### src/rtl/load_store_unit_pkg.sv
// load_store_unit_pkg: shared types and lane helpers for the load/store unit.
// Optional feature macro used by the top: LSU_MISALIGN_CHECK_EN.
package load_store_unit_pkg;

    typedef enum logic [1:0] {
        MEM_BYTE = 2'b00,
        MEM_HALF = 2'b01,
        MEM_WORD = 2'b10
    } mem_size_t;

    typedef enum logic [1:0] {
        IDLE = 2'b00,
        REQ  = 2'b01,
        WAIT = 2'b10
    } lsu_state_t;

    // Request attributes still needed after acceptance (load extract + store done path).
    typedef struct packed {
        logic      is_store;
        mem_size_t size;
        logic      load_unsigned;
        logic [1:0] off;
    } lsu_req_t;

    // Byte enables for a sub-word access. HALF keys off addr[1] only.
    function automatic logic [3:0] calc_be(input mem_size_t size, input logic [1:0] off);
        case (size)
            MEM_BYTE: calc_be = 4'b0001 << off;
            MEM_HALF: calc_be = off[1] ? 4'b1100 : 4'b0011;
            default:  calc_be = 4'hF;
        endcase
    endfunction

    // Store data replicated across every lane so the byte enables pick the right one.
    function automatic logic [31:0] calc_wdata(input mem_size_t size, input logic [31:0] data);
        case (size)
            MEM_BYTE: calc_wdata = {4{data[7:0]}};
            MEM_HALF: calc_wdata = {2{data[15:0]}};
            default:  calc_wdata = data;
        endcase
    endfunction

    // Natural-alignment test used when the misalignment check is built in.
    function automatic logic is_misaligned(input mem_size_t size, input logic [1:0] off);
        is_misaligned = ((size == MEM_HALF) && off[0]) ||
                        ((size == MEM_WORD) && (off != 2'b00));
    endfunction

endpackage

### src/rtl/load_store_unit_if.sv
// load_store_unit_if: req/gnt/rvalid data-memory bus between the LSU and memory.
interface load_store_unit_if;
    logic        mem_req;
    logic        mem_we;
    logic [31:0] mem_addr;
    logic [3:0]  mem_be;
    logic [31:0] mem_wdata;
    logic        mem_gnt;
    logic        mem_rvalid;
    logic [31:0] mem_rdata;

    modport master (
        output mem_req, mem_we, mem_addr, mem_be, mem_wdata,
        input  mem_gnt, mem_rvalid, mem_rdata
    );

    modport slave (
        input  mem_req, mem_we, mem_addr, mem_be, mem_wdata,
        output mem_gnt, mem_rvalid, mem_rdata
    );
endinterface

### src/rtl/load_store_unit_load_align.sv
// lsu_load_align: pull the addressed byte/half out of the read word and extend it.
module lsu_load_align
    import load_store_unit_pkg::*;
(
    input  logic [31:0] rdata,
    input  logic [1:0]  off,
    input  mem_size_t   size,
    input  logic        is_unsigned,
    output logic [31:0] data
);

    logic [7:0]  byte_sel;
    logic [15:0] half_sel;

    // Lane select, then sign/zero extend; WORD passes straight through.
    always_comb begin
        case (off)
            2'd0:    byte_sel = rdata[7:0];
            2'd1:    byte_sel = rdata[15:8];
            2'd2:    byte_sel = rdata[23:16];
            default: byte_sel = rdata[31:24];
        endcase
        half_sel = off[1] ? rdata[31:16] : rdata[15:0];
        case (size)
            MEM_BYTE: data = {{24{~is_unsigned & byte_sel[7]}}, byte_sel};
            MEM_HALF: data = {{16{~is_unsigned & half_sel[15]}}, half_sel};
            default:  data = rdata;
        endcase
    end

endmodule

### src/rtl/load_store_unit.sv
// load_store_unit: single-outstanding data-memory access stage after the ALU.
// Optional: define LSU_MISALIGN_CHECK_EN to reject misaligned HALF/WORD accesses
// with a one-cycle done+misaligned pulse instead of issuing them.
module load_store_unit
    import load_store_unit_pkg::*;
#(
    parameter int TIMEOUT_CYCLES = 255
) (
    input  logic                     clk,
    input  logic                     rst,
    input  logic                     req_valid,
    output logic                     req_ready,
    input  logic                     is_store,
    input  mem_size_t                mem_size,
    input  logic                     load_unsigned,
    input  logic [31:0]              addr,
    input  logic [31:0]              store_data,
    load_store_unit_if.master        mem,
    output logic                     done,
    output logic [31:0]              load_data,
    output logic                     bus_err,
    output logic                     misaligned
);

    localparam int CW = (TIMEOUT_CYCLES > 0) ? $clog2(TIMEOUT_CYCLES + 1) : 1;
    localparam logic [CW-1:0] T_LIM = CW'(TIMEOUT_CYCLES);

    lsu_state_t  state_q, state_d;
    lsu_req_t    req_q, req_d;
    logic [CW-1:0] cnt_q, cnt_d;
    logic        mem_req_q, mem_req_d;
    logic        mem_we_q, mem_we_d;
    logic [31:0] mem_addr_q, mem_addr_d;
    logic [3:0]  mem_be_q, mem_be_d;
    logic [31:0] mem_wdata_q, mem_wdata_d;
    logic        done_q, done_d;
    logic        bus_err_q, bus_err_d;
    logic [31:0] load_data_q, load_data_d;
    logic [31:0] align_data;
    logic        limit_hit;
`ifdef LSU_MISALIGN_CHECK_EN
    logic        mis_q, mis_d;
`endif

    assign req_ready = (state_q == IDLE) && !rst;
    assign limit_hit = (TIMEOUT_CYCLES > 0) && (cnt_q == T_LIM);

    assign mem.mem_req   = mem_req_q;
    assign mem.mem_we    = mem_we_q;
    assign mem.mem_addr  = mem_addr_q;
    assign mem.mem_be    = mem_be_q;
    assign mem.mem_wdata = mem_wdata_q;
    assign done          = done_q;
    assign bus_err       = bus_err_q;
    assign load_data     = load_data_q;
`ifdef LSU_MISALIGN_CHECK_EN
    assign misaligned    = mis_q;
`else
    assign misaligned    = 1'b0;
`endif

    lsu_load_align u_align (
        .rdata       (mem.mem_rdata),
        .off         (req_q.off),
        .size        (req_q.size),
        .is_unsigned (req_q.load_unsigned),
        .data        (align_data)
    );

    // Next-state and next-output logic; status pulses default low every cycle.
    always_comb begin
        state_d     = state_q;
        req_d       = req_q;
        cnt_d       = cnt_q;
        mem_req_d   = mem_req_q;
        mem_we_d    = mem_we_q;
        mem_addr_d  = mem_addr_q;
        mem_be_d    = mem_be_q;
        mem_wdata_d = mem_wdata_q;
        done_d      = 1'b0;
        bus_err_d   = 1'b0;
        load_data_d = 32'h0;
`ifdef LSU_MISALIGN_CHECK_EN
        mis_d       = 1'b0;
`endif
        case (state_q)
            IDLE: begin
                if (req_valid && req_ready) begin
                    req_d = '{is_store: is_store, size: mem_size,
                              load_unsigned: load_unsigned, off: addr[1:0]};
`ifdef LSU_MISALIGN_CHECK_EN
                    if (is_misaligned(mem_size, addr[1:0])) begin
                        // Rejected without touching the bus; stay idle.
                        done_d = 1'b1;
                        mis_d  = 1'b1;
                    end else
`endif
                    begin
                        state_d     = REQ;
                        cnt_d       = '0;
                        mem_req_d   = 1'b1;
                        mem_we_d    = is_store;
                        mem_addr_d  = {addr[31:2], 2'b00};
                        mem_be_d    = calc_be(mem_size, addr[1:0]);
                        mem_wdata_d = calc_wdata(mem_size, store_data);
                    end
                end
            end
            REQ: begin
                if (mem.mem_gnt) begin
                    mem_req_d = 1'b0;
                    cnt_d     = '0;
                    if (req_q.is_store) begin
                        done_d  = 1'b1;
                        state_d = IDLE;
                    end else begin
                        state_d = WAIT;
                    end
                end else if (limit_hit) begin
                    mem_req_d = 1'b0;
                    done_d    = 1'b1;
                    bus_err_d = 1'b1;
                    state_d   = IDLE;
                end else begin
                    cnt_d = cnt_q + 1'b1;
                end
            end
            WAIT: begin
                if (mem.mem_rvalid) begin
                    done_d      = 1'b1;
                    load_data_d = align_data;
                    state_d     = IDLE;
                end else if (limit_hit) begin
                    done_d    = 1'b1;
                    bus_err_d = 1'b1;
                    state_d   = IDLE;
                end else begin
                    cnt_d = cnt_q + 1'b1;
                end
            end
            default: state_d = IDLE;
        endcase
    end

    // State and registered outputs; reset drops any in-flight access silently.
    always_ff @(posedge clk) begin
        if (rst) begin
            state_q     <= IDLE;
            req_q       <= '0;
            cnt_q       <= '0;
            mem_req_q   <= 1'b0;
            mem_we_q    <= 1'b0;
            mem_addr_q  <= 32'h0;
            mem_be_q    <= 4'h0;
            mem_wdata_q <= 32'h0;
            done_q      <= 1'b0;
            bus_err_q   <= 1'b0;
            load_data_q <= 32'h0;
`ifdef LSU_MISALIGN_CHECK_EN
            mis_q       <= 1'b0;
`endif
        end else begin
            state_q     <= state_d;
            req_q       <= req_d;
            cnt_q       <= cnt_d;
            mem_req_q   <= mem_req_d;
            mem_we_q    <= mem_we_d;
            mem_addr_q  <= mem_addr_d;
            mem_be_q    <= mem_be_d;
            mem_wdata_q <= mem_wdata_d;
            done_q      <= done_d;
            bus_err_q   <= bus_err_d;
            load_data_q <= load_data_d;
`ifdef LSU_MISALIGN_CHECK_EN
            mis_q       <= mis_d;
`endif
        end
    end

endmodule

### src/flat_wrapper.sv
// flat-port wrapper written by rule: the top's interface ports become plain ports
module load_store_unit_flat import load_store_unit_pkg::*;
#(
    parameter int TIMEOUT_CYCLES = 255
)
  (clk, rst, req_valid, req_ready, is_store, mem_size, load_unsigned, addr, store_data, done, load_data, bus_err, misaligned, mem_mem_req, mem_mem_we, mem_mem_addr, mem_mem_be, mem_mem_wdata, mem_mem_gnt, mem_mem_rvalid, mem_mem_rdata);
  load_store_unit_if mem_i ();
  input  logic clk;
  input  logic rst;
  input  logic req_valid;
  output logic req_ready;
  input  logic is_store;
  input  mem_size_t mem_size;
  input  logic load_unsigned;
  input  logic [31:0] addr;
  input  logic [31:0] store_data;
  output logic done;
  output logic [31:0] load_data;
  output logic bus_err;
  output logic misaligned;
  output wire logic [$bits(mem_i.mem_req)-1:0] mem_mem_req;
  output wire logic [$bits(mem_i.mem_we)-1:0] mem_mem_we;
  output wire logic [$bits(mem_i.mem_addr)-1:0] mem_mem_addr;
  output wire logic [$bits(mem_i.mem_be)-1:0] mem_mem_be;
  output wire logic [$bits(mem_i.mem_wdata)-1:0] mem_mem_wdata;
  input wire logic [$bits(mem_i.mem_gnt)-1:0] mem_mem_gnt;
  input wire logic [$bits(mem_i.mem_rvalid)-1:0] mem_mem_rvalid;
  input wire logic [$bits(mem_i.mem_rdata)-1:0] mem_mem_rdata;
  assign mem_mem_req = mem_i.mem_req;
  assign mem_mem_we = mem_i.mem_we;
  assign mem_mem_addr = mem_i.mem_addr;
  assign mem_mem_be = mem_i.mem_be;
  assign mem_mem_wdata = mem_i.mem_wdata;
  assign mem_i.mem_gnt = mem_mem_gnt;
  assign mem_i.mem_rvalid = mem_mem_rvalid;
  assign mem_i.mem_rdata = mem_mem_rdata;
  load_store_unit #(.TIMEOUT_CYCLES(TIMEOUT_CYCLES)) u_core (.clk(clk), .rst(rst), .req_valid(req_valid), .req_ready(req_ready), .is_store(is_store), .mem_size(mem_size), .load_unsigned(load_unsigned), .addr(addr), .store_data(store_data), .mem(mem_i), .done(done), .load_data(load_data), .bus_err(bus_err), .misaligned(misaligned));
endmodule
### config.mk
export PLATFORM = sky130hd
export DESIGN_NAME = load_store_unit_flat
export DESIGN_NICKNAME = d
export VERILOG_FILES = /design/src/rtl/load_store_unit_pkg.sv /design/src/rtl/load_store_unit_if.sv /design/src/rtl/load_store_unit_load_align.sv /design/src/rtl/load_store_unit.sv /design/src/flat_wrapper.sv
export SDC_FILE = /design/constraint.sdc
export NUM_CORES = 1
export LEC_CHECK = 0
export ABC_AREA = 1
export CELL_PAD_IN_SITES_DETAIL_PLACEMENT = 0
export CELL_PAD_IN_SITES_GLOBAL_PLACEMENT = 1
export CORE_ASPECT_RATIO = 0.8
export CORE_MARGIN = 2
export CORE_UTILIZATION = 32
export CTS_BUF_LIST = sky130_fd_sc_hd__clkbuf_16
export DETAILED_ROUTE_END_ITERATION = 7
export PLACE_DENSITY_LB_ADDON = 0.25
export SLEW_MARGIN = 20
export SYNTH_ARGS = -nofsm -noshare
export SYNTH_HDL_FRONTEND = slang
export SYNTH_SLANG_ARGS = --single-unit
### constraint.sdc
create_clock -name clk -period 2.2 [get_ports clk]
set_input_delay 0.22 -clock clk [delete_from_list [all_inputs] [get_ports clk]]
set_output_delay 0.22 -clock clk [all_outputs]
set_load 0.03 [all_outputs]
# Word level (Yosys, flattened, before mapping)
# Cells that the tools add are included.
totals:
  n_memories: 0
  latch_bits: 0
  out_inout_bits: 106
  reg_bits: 117
  in_bits: 105
  mem_bits_ro: 0
  ramBits: 0
  wordCells: 72
classes:
  add_sub_neg: 1
  eq_ne: 10
  div_mod_pow: 0
  multipliers: 0
  n_shift: 1
  order_cmp: 0
  muxes: 29
  n_reduce_logical: 13
  n_bitwise: 5
ops:
  columns: ["cell", "count"]
  rows:
  - ["32-bit one-hot mux with 2 select lines", 2]
  - ["8-bit one-hot mux with 3 select lines", 2]
  - ["8-bit 2-to-1 mux", 4]
  - ["16-bit 2-to-1 mux", 1]
  - ["2-bit 2-to-1 mux", 5]
  - ["1-bit 2-to-1 mux", 9]
  - ["8-bit by 1-bit adder with 8-bit output (second input constant)", 1]
  - ["2-bit by 1-bit == test with 1-bit output (second input constant)", 4]
  - ["8-bit == test (second input constant)", 1]
  - ["2-bit zero test", 4]
  - ["4-bit one-hot mux with 2 select lines", 1]
  - ["1-bit one-hot mux with 2 select lines", 3]
  - ["2-bit one-hot mux with 3 select lines", 1]
  - ["3-bit AND reduction", 2]
  - ["2-bit == test (second input constant)", 2]
  - ["4-bit 2-to-1 mux", 1]
  - ["2-bit != test (second input constant)", 2]
  - ["1-bit by 2-bit left shift with 4-bit output (first input constant)", 1]
  - ["3-bit by 2-bit != test with 1-bit output (second input constant)", 1]
  - ["1-bit inverter", 3]
  - ["3-bit nonzero test", 1]
  - ["3-bit OR reduction", 1]
  - ["1-bit AND", 2]
  - ["1-bit logical AND", 2]
  - ["other kinds (3)", 3]

# Depth between registers and ports, before layout
# Gate-level depths: netlist (run 1).
depth:
  ltp_word: 5
  depth_mapped: 11
  depth_no_buf: 11

# Cells and area by module
# Synthesis (run 1) repeated with hierarchy kept, for this count alone.
unflattened:
  cells_unflattened: 763
  area_unflattened_um2: 5445.2
modules_own_cells:
  columns: ["mod", "n_inst", "seq_area_each_um2", "cells_each", "area_each_um2"]
  rows:
  - ["load_store_unit", 1, 2342.2, 606, 4566.9]
  - ["lsu_load_align", 1, 0.0, 157, 878.3]

# Least setup slack after synthesis (run 1)
# OpenSTA, ideal clock, no wires.
synth_timing:
  path_type: "register to register"
  from: "reg u_core.state_q[0]"
  to: "reg u_core.cnt_q[3]"
  n_path_buf: 0
  arrival_ns: 1.369
  synth_period_minus_slack_ns: 1.432
  setup_ns: 0.064
  setup_slack_ns: 0.768
  required_ns: 2.136
  path_stages_with_launch: 12
  cell_sequence: "dfxtp_1 > inv_1 > ha_1 > inv_1 > nand2_1 > nand2_1 > nand2_2 > nor2_4 > nand2_1 > nand2_1 > inv_1 > nor2_1"
synth_between:
  elab_chain_len: 5
  word_cells_on_any_way: 10
  cone_classes: "eq/ne: 4; mux: 1; reduce/logical: 5"
synth_lines:
  columns: ["element", "line_no", "text"]
  rows:
  - ["from (decl)", "load_store_unit.sv:28", "lsu_state_t state_q, state_d;"]
  - ["from (signal assigned)", "load_store_unit.sv:163", "state_q <= state_d;"]
  - ["2-bit zero test", "load_store_unit.sv:45, load_store_unit.sv:86", null]
  - ["1-bit logical AND", "load_store_unit.sv:45", "assign req_ready = (state_q == IDLE) && !rst;"]
  - ["1-bit logical AND", "load_store_unit.sv:88", "if (req_valid && req_ready) begin"]
  - ["2-bit != test (no source line)", null, null]
  - ["3-bit AND reduction (no source line)", null, null]
  - ["to (signal assigned)", "load_store_unit.sv:165", "cnt_q <= cnt_d;"]
  - ["to (decl)", "load_store_unit.sv:30", "logic [CW-1:0] cnt_q, cnt_d;"]
# Several ways; a longest one is shown, not always the timed one.
# A chain may end at the register's enable or synchronous reset.

# Worst setup path in the final report (run 1)
layout_timing:
  from: "reg u_core.state_q[1]"
  to: "out req_ready"
layout_between:
  elab_chain_len: 2
layout_lines:
  columns: ["element", "line_no", "text"]
  rows:
  - ["2-bit zero test", "load_store_unit.sv:45", null]
  - ["1-bit logical AND", "load_store_unit.sv:45", null]
  - ["to (decl)", "flat_wrapper.sv:11", "output logic req_ready;"]
# Every way passes these cells.

==> results.md, run 1 <==
* Outcome: finished clean
* CP max FO at 6
* Hold Vio Cnt, Final at 0
* Clk slew on worst S/H paths at roughly 0.06 ns
* Post-route DRC violation count at 0
* CP Capture Type: primary output
* Critical Path Most Common Cell: inv_1
* Share of post-route cells with drive strength above 1 at under 10%
* Crit path largest cell delay at about 0.42 ns
* Post-Route WL at 15900 um
* Yosys top cell by area: dfxtp_1
* Setup_tns at 0 ns
* Pleak at 3.533 nW
* Post-CTS Setup Bufs at 0
* CTS resizes at 0
* PwrDens at 828.4 mW/mm2
* Synth area leaders: dfxtp_1 45%, nand2_1 20%, nand3_1 5.5%
* Crit-path slowest cell: dfxtp_1
* Gr ovfl total at 0
* Vias at 5245
* TritonRoute pass-1 iters at 5
* VDD IR max at 0.0005361 V
* Post-layout util at 50.36%
* Clock Latency Late Sink at around 0.41 ns
* Synth warn at 0
* Critical path type: flip-flop to primary output
* Height of the die at 118.0 um
* P&R area growth vs syn at 53.59%
* # port buffers at 207
* Hold buffers post-CTS at 0
* CP cell instances: inv_1, ha_1, inv_1, nor2_1, buf_4
* Largest net degree at the start of global routing at 72
* Cell row count at 41
* # fillers at about 1600
* Fmax at 0.5617 GHz
* Max cap viols at 0
* Worst Max-Slew Pin Slew at roughly 0.57 ns
* H-Tree Depth at 4
* Crit Reg-Reg Endpoint: u_core.state_q[1]
* Final setup violation count at 0
* R2r startpoint: u_core.state_q[1]
* Routed WL per cell at 13.65 um
* Die area at 0.01728 mm2
* Global-route wire length before repair at about 26000 um
* Clock Sinks at 117
* Mapped cell area at 0.005197 mm2
* Period utilization at between 80% and 90%
* Ant diodes at 0
* Clock root cell: clkbuf_16
* Number of CTS-inserted buffers at 17
* Initial antenna violation count at 0
* R2R setup slack at 0.48 ns
* Clock buffer depth at 2
* Max Slew Vio Count at 0
* Vias/cell at 4.502
* Hold Path End: u_core.mem.mem_addr[11]
* Placer Congestion at approximately 0.83
* Worst setup SP type: flip-flop
* DRT iter0 DRCs at slightly below 300
* Hold_sp: addr[11]
* DP HPWL at around 11000 um
* Syn avg cell area at between 7 and 8 um2
* Starting Density at 32.79%
* Tmin final at 1.780 ns
* RSZ-0062 raised after global routing: false
* CTS tree: done
* Worst rel slew slack at 62.27%
* Tot GR Track Use at 18.52%
* Post-synthesis sequential area ratio at 45.06%
* Top cell type's share of synthesized area at 45.06%
* Ports at 211
* Pwr Total at approximately 6.6 mW
* Placeable core region at 0.01585 mm2
* Synth Register Bits at around 120
* Worst Path Required at 1.98 ns
* Clock Skews at 0.01093 ns
* Final #Nets at 1047
* WP buf/inv at 3
* DRT antenna net count at 0
* Synth unique cells at 36
* HP Class: input pin to flip-flop
* CP delay by family, top: buffers and inverters
* Die X at 146.5 um
* Reg2Reg Depth at 8
* CP arrival at 1.56 ns
* Syn Inst Count at 740
* Hold Path Depth at 3
* Vias in the first global route at 4880
[logic make-up (layout without fill, tap and decap cells)]
kind of cell	Yosys count	count (layout)	share of synthesized area (%)
AOI/OAI and AO/OA	123	123	13.39
other	1	3	0.07215
and+or+nand+nor	380	380	30.50
buffers and inverters	114	322	9.774
DFF	117	117	45.07
adders and majority gates	5	5	1.204
[worst max-delay path by stage]
stage | slack [ns] | to | from | depth (start not counted)
6_report | 0.42 | req_ready | u_core.state_q[1] | 5
5_1_grt | 0.31 | u_core.cnt_q[3] | u_core.state_q[1] | 11
4_1_cts | 0.42 | req_ready | u_core.state_q[1] | 5
3_5_place_dp | 0.37 | u_core.mem.mem_addr[13] | rst | 7
3_3_place_gp | 0.39 | u_core.mem.mem_addr[13] | rst | 7
2_1_floorplan | 0.77 | u_core.cnt_q[3] | u_core.state_q[0] | 11
[cell type report]
class	count	area, um2	area share [%]
Clock buffer	17	425.4	5.329
Clock inverter	15	148.9	1.865
Inverter	74	280.3	3.511
Multi-Input combinational cell	511	2355	29.50
Sequential cell	117	2342	29.34
Tap cell	215	269.0	3.370
Timing Repair Buffer	216	2162	27.08
[worst reg2reg max path, stage by stage (launching register included)]
cell and delay (ns):
dfxtp_1 0.36, inv_1 0.10, ha_1 0.22, nand3_4 0.14, inv_2 0.39, o21bai_1 0.15
nor2_1 0.11, nand2_1 0.06, a21oi_1 0.12
[sequential cells by signal (all words and copies together) (netlist names)]
signal	flops
u_core.mem.mem_we	1
u_core.mem.mem_wdata	32
u_core.req_q	5
u_core.mem.mem_be	4
u_core.bus_err	1
u_core.cnt_q	8
u_core.load_data	32
u_core.mem.mem_addr	30
u_core.state_q	2
u_core.done	1
u_core.mem.mem_req	1
[synthesized netlist by cell type (all sizes together)]
| cell | n |
|---|---|
| a21oi | 41 |
| ha | 5 |
| dfxtp | 117 |
| a31oi | 12 |
| nand4 | 2 |
| or2 | 5 |
| clkbuf | 11 |
| o211ai | 1 |
| nor3 | 1 |
| a22oi | 8 |
| o21ai | 49 |
| conb | 1 |
| o21a | 5 |
| a32oi | 2 |
| o21bai | 1 |
| o22ai | 1 |
| o221ai | 1 |
| buf | 29 |
| inv | 74 |
| nand2 | 274 |
| nor2 | 37 |
| a22o | 2 |
| nand3 | 60 |
| nor3b | 1 |
[placed cells by master, fill, tap and decap left out, types with 2 or more instances in the layout]
master	netlist	layout
a21oi_2	2	2
nor2_4	2	2
clkinv_2	0	4
nand3_1	57	57
a22oi_1	8	8
a22o_1	2	2
dfxtp_1	117	117
nand3_2	2	2
buf_12	0	2
ha_1	5	5
clkdlybuf4s50_1	0	206
buf_4	10	8
inv_2	5	5
o21a_1	5	5
inv_1	68	72
bufinv_16	0	3
or2_2	5	5
clkinv_1	0	2
a31oi_1	12	12
nor2_2	4	4
conb_1	1	3
nand2_1	271	271
nor2_1	31	31
clkbuf_16	0	17
a32oi_1	2	2
a21oi_1	39	39
nand2_2	3	3
o21ai_0	49	49
[where the power goes]
| group | internal, mW | switching, mW | leakage (nW) | total, mW |
|---|---|---|---|---|
| Clock | 1.74 | 0.960 | 0.296 | 2.71 |
| Sequential | 2.30 | 0.107 | 0.959 | 2.40 |
| Combinational | 0.642 | 0.864 | 2.28 | 1.51 |
[stage by stage]
stage | cells | setup WS, ns | hold WS [ns] | area (um2)
after floorplan | 742 | 0.7676 | 0.3305 | 5205
after global placement | 1133 | 0.3921 | 0.4529 | 7408
after detailed placement | 1133 | 0.3705 | 0.4544 | 7408
after CTS | 1165 | 0.4221 | 0.3264 | 7983
after global routing | 1165 | 0.3095 | 0.3348 | 7983
final | 1165 | 0.4196 | 0.3476 | 7983
[routing by layer]
layer	up-vias	wire length, um	global-route usage (%)
met3	12	1082	6.938
met4	0	184	5.765
met5	-	0	0
li1	2753	-	-
met2	160	6892	27.18
met1	2320	7742	25.16
(Power assumes the default switching activity.)
==> run 2, diff against run 1 <==
- CORE_UTILIZATION: 32 -> 30
- clock period: 2.2 -> 1.64 ns (I/O delays scaled with it)
==> results.md, run 2 (synthesized netlist as in run 1, its figures left out) <==
* Hold buffers post-CTS at 0 (unchanged)
* Ports at 211 (unchanged)
* Pleak at 3.999 nW (+13%)
* CP max FO at 2 (-4)
* Outcome: finished clean
* Setup_tns at 0 ns (unchanged)
* Ant diodes at 0 (unchanged)
* Commonest non-fill, non-tap cell in the layout: nand2_1
* Initial antenna violation count at 0 (unchanged)
* # fillers at 1686 (+4.1%)
* Placer Congestion at 0.8192 (-1.6%)
* Period utilization at 97.84%
* Placeable core region at 0.01716 mm2 (+8.3%)
* Tmin final at around 1.6 ns
* Gr ovfl total at 0 (unchanged)
* DRT antenna net count at 0 (unchanged)
* Hold Path Depth at 3 (unchanged)
* Critical path type: flip-flop to primary output
* Final setup violation count at 0 (unchanged)
* H-Tree Depth at 4 (unchanged)
* Crit Reg-Reg Endpoint: u_core.load_data[15]
* VDD IR max at 0.0006794 V (+27%)
* R2r startpoint: u_core.state_q[1]
* Fin worst setup slack at 0.03544 ns (-0.3842 ns)
* Tot GR Track Use at 17.97% (-0.54 points)
* Hold_sp: addr[17]
* Sequential Area at 0.002344 mm2 (about the same)
* Share of post-route cells with drive strength above 1 at 9.661% (+3.1 points)
* CP Capture Type: primary output
* DP Area at 0.007636 mm2 (+3.1%)
* TritonRoute pass-1 iters at 5 (unchanged)
* PwrDens at 1117 mW/mm2 (+35%)
* Cell row count at 43 (+4.9%)
* DRT iter0 DRCs at 265 (-8.6%)
* Die area at 0.01840 mm2 (+6.5%)
* Max cap viols at 0 (unchanged)
* Post-Route WL at 16530 um (+3.9%)
* Multi-input gate area at 0.002372 mm2 (+0.74%)
* Worst setup SP type: flip-flop
* Vias in the first global route at 4967 (+1.8%)
* Clk slew on worst S/H paths at 0.06 ns (about the same)
* CP cell instances: clkdlybuf4s50_1
* Number of CTS-inserted buffers at 17 (unchanged)
* Clock Skews at 0.009035 ns (-0.001896 ns)
* Max Slew Vio Count at 0 (unchanged)
* Vias/cell at 4.502 (about the same)
* Starting Density at 30.28% (-2.5 points)
* R2R setup slack at 0.17 ns (-0.31 ns)
* Crit-path slowest cell: clkdlybuf4s50_1
* Clock Latency Late Sink at 0.41 ns (about the same)
* Post-route DRC violation count at 0 (unchanged)
* Place WS at 0.003096 ns (-0.3674 ns)
* Clock root cell: clkbuf_16
* Non-Filler Cell Area, Final at 0.008337 mm2 (+4.4%)
* Clock buffer depth at 2 (unchanged)
* CP arrival at 1.44 ns (-0.12 ns)
* Crit path largest cell delay at 0.69 ns (+0.27 ns)
* Hold Vio Cnt, Final at 0 (unchanged)
* Reg2Reg Depth at 8 (unchanged)
* Commonest cells after routing, fill and taps aside: 271 x nand2_1, 181 x clkdlybuf4s50_1, 116 x dfxtp_1, 67 x inv_1, 57 x nand3_1
* Hold Path End: u_core.mem.mem_addr[17]
* DP HPWL at 12180 um (+8.2%)
* HP Class: input pin to flip-flop
* WP buf/inv at 1 (-2)
* Height of the die at 121.7 um (+3.2%)
* CP delay by family, top: buffers and inverters
* Die X at 151.2 um (+3.2%)
* RSZ-0062 raised after global routing: false
* Clock Sinks at 117 (unchanged)
* Global-route wire length before repair at 25740 um (+0.62%)
* Vias at 5393 (+2.8%)
* Largest net degree at the start of global routing at 34 (-53%)
* # port buffers at 207 (unchanged)
* Fmax at 0.6232 GHz
* Routed WL per cell at 13.79 um (+1.1%)
* Worst Path Required at 1.48 ns (-0.50 ns)
* Final #Nets at 1072 (+2.4%)
* P&R area growth vs syn at 60.40%
* CTS tree: done
==> run 2: layer usage <==
layer  global-route usage (%)  part of all wire [%]  vias to the layer above
li1                         -                     -                     2799
met1                    24.49                    47                     2410
met4                    4.498                  0.93                        0
met2                    26.79                    44                      172
met5                        0                     0                        -
met3                    6.854                   8.0                       12
==> run 2: what timing repair did <==
action	4_1_cts	5_1_grt
endpoints found under the hold margin	0	0
gates resized for setup	8	24
buffers inserted	0	3
setup endpoints to repair	6	34
pin swaps	1	1
==> run 2: layout make-up <==
type,instances,area share (%)
timing repair buffer,241,29.31
multi-input combinational,511,28.46
sequential,117,28.11
clock buffer,17,5.103
tap,225,3.377
inverter,74,3.362
clock inverter,13,2.281
==> run 2: how the worst max path moves through the flow <==
stage,cells after the start,slack (ns),to,from
2_1_floorplan,11,0.21,u_core.cnt_q[3],u_core.state_q[0]
3_3_place_gp,7,0.03,u_core.cnt_q[1],req_valid
3_5_place_dp,7,0.003,u_core.mem.mem_wdata[9],rst
4_1_cts,1,0.002,mem_mem_addr[13],u_core.mem.mem_addr[13]
5_1_grt,1,0.00007,mem_mem_addr[20],u_core.mem.mem_addr[20]
6_report,1,0.04,mem_mem_be[0],u_core.mem.mem_be[0]
==> run 2: per-stage QoR <==
stage / power, mW / std cells / hold WS, ns / utilization, %
3_5_place_dp: 5.397 / 1165 / 0.4556 / 44.49
4_1_cts: 9.429 / 1195 / 0.2698 / 48.12
5_1_grt: 9.749 / 1198 / 0.2888 / 48.57
3_3_place_gp: 5.408 / 1165 / 0.4507 / 44.49
2_1_floorplan: 4.438 / 742 / 0.2745 / -
6_report: 9.316 / 1198 / 0.2918 / 48.57
==> run 2: power breakdown <==
group	internal, mW	switching (mW)
Clock	2.65	1.33
Combinational	0.932	1.19
Sequential	3.08	0.134
Total	6.66	2.65
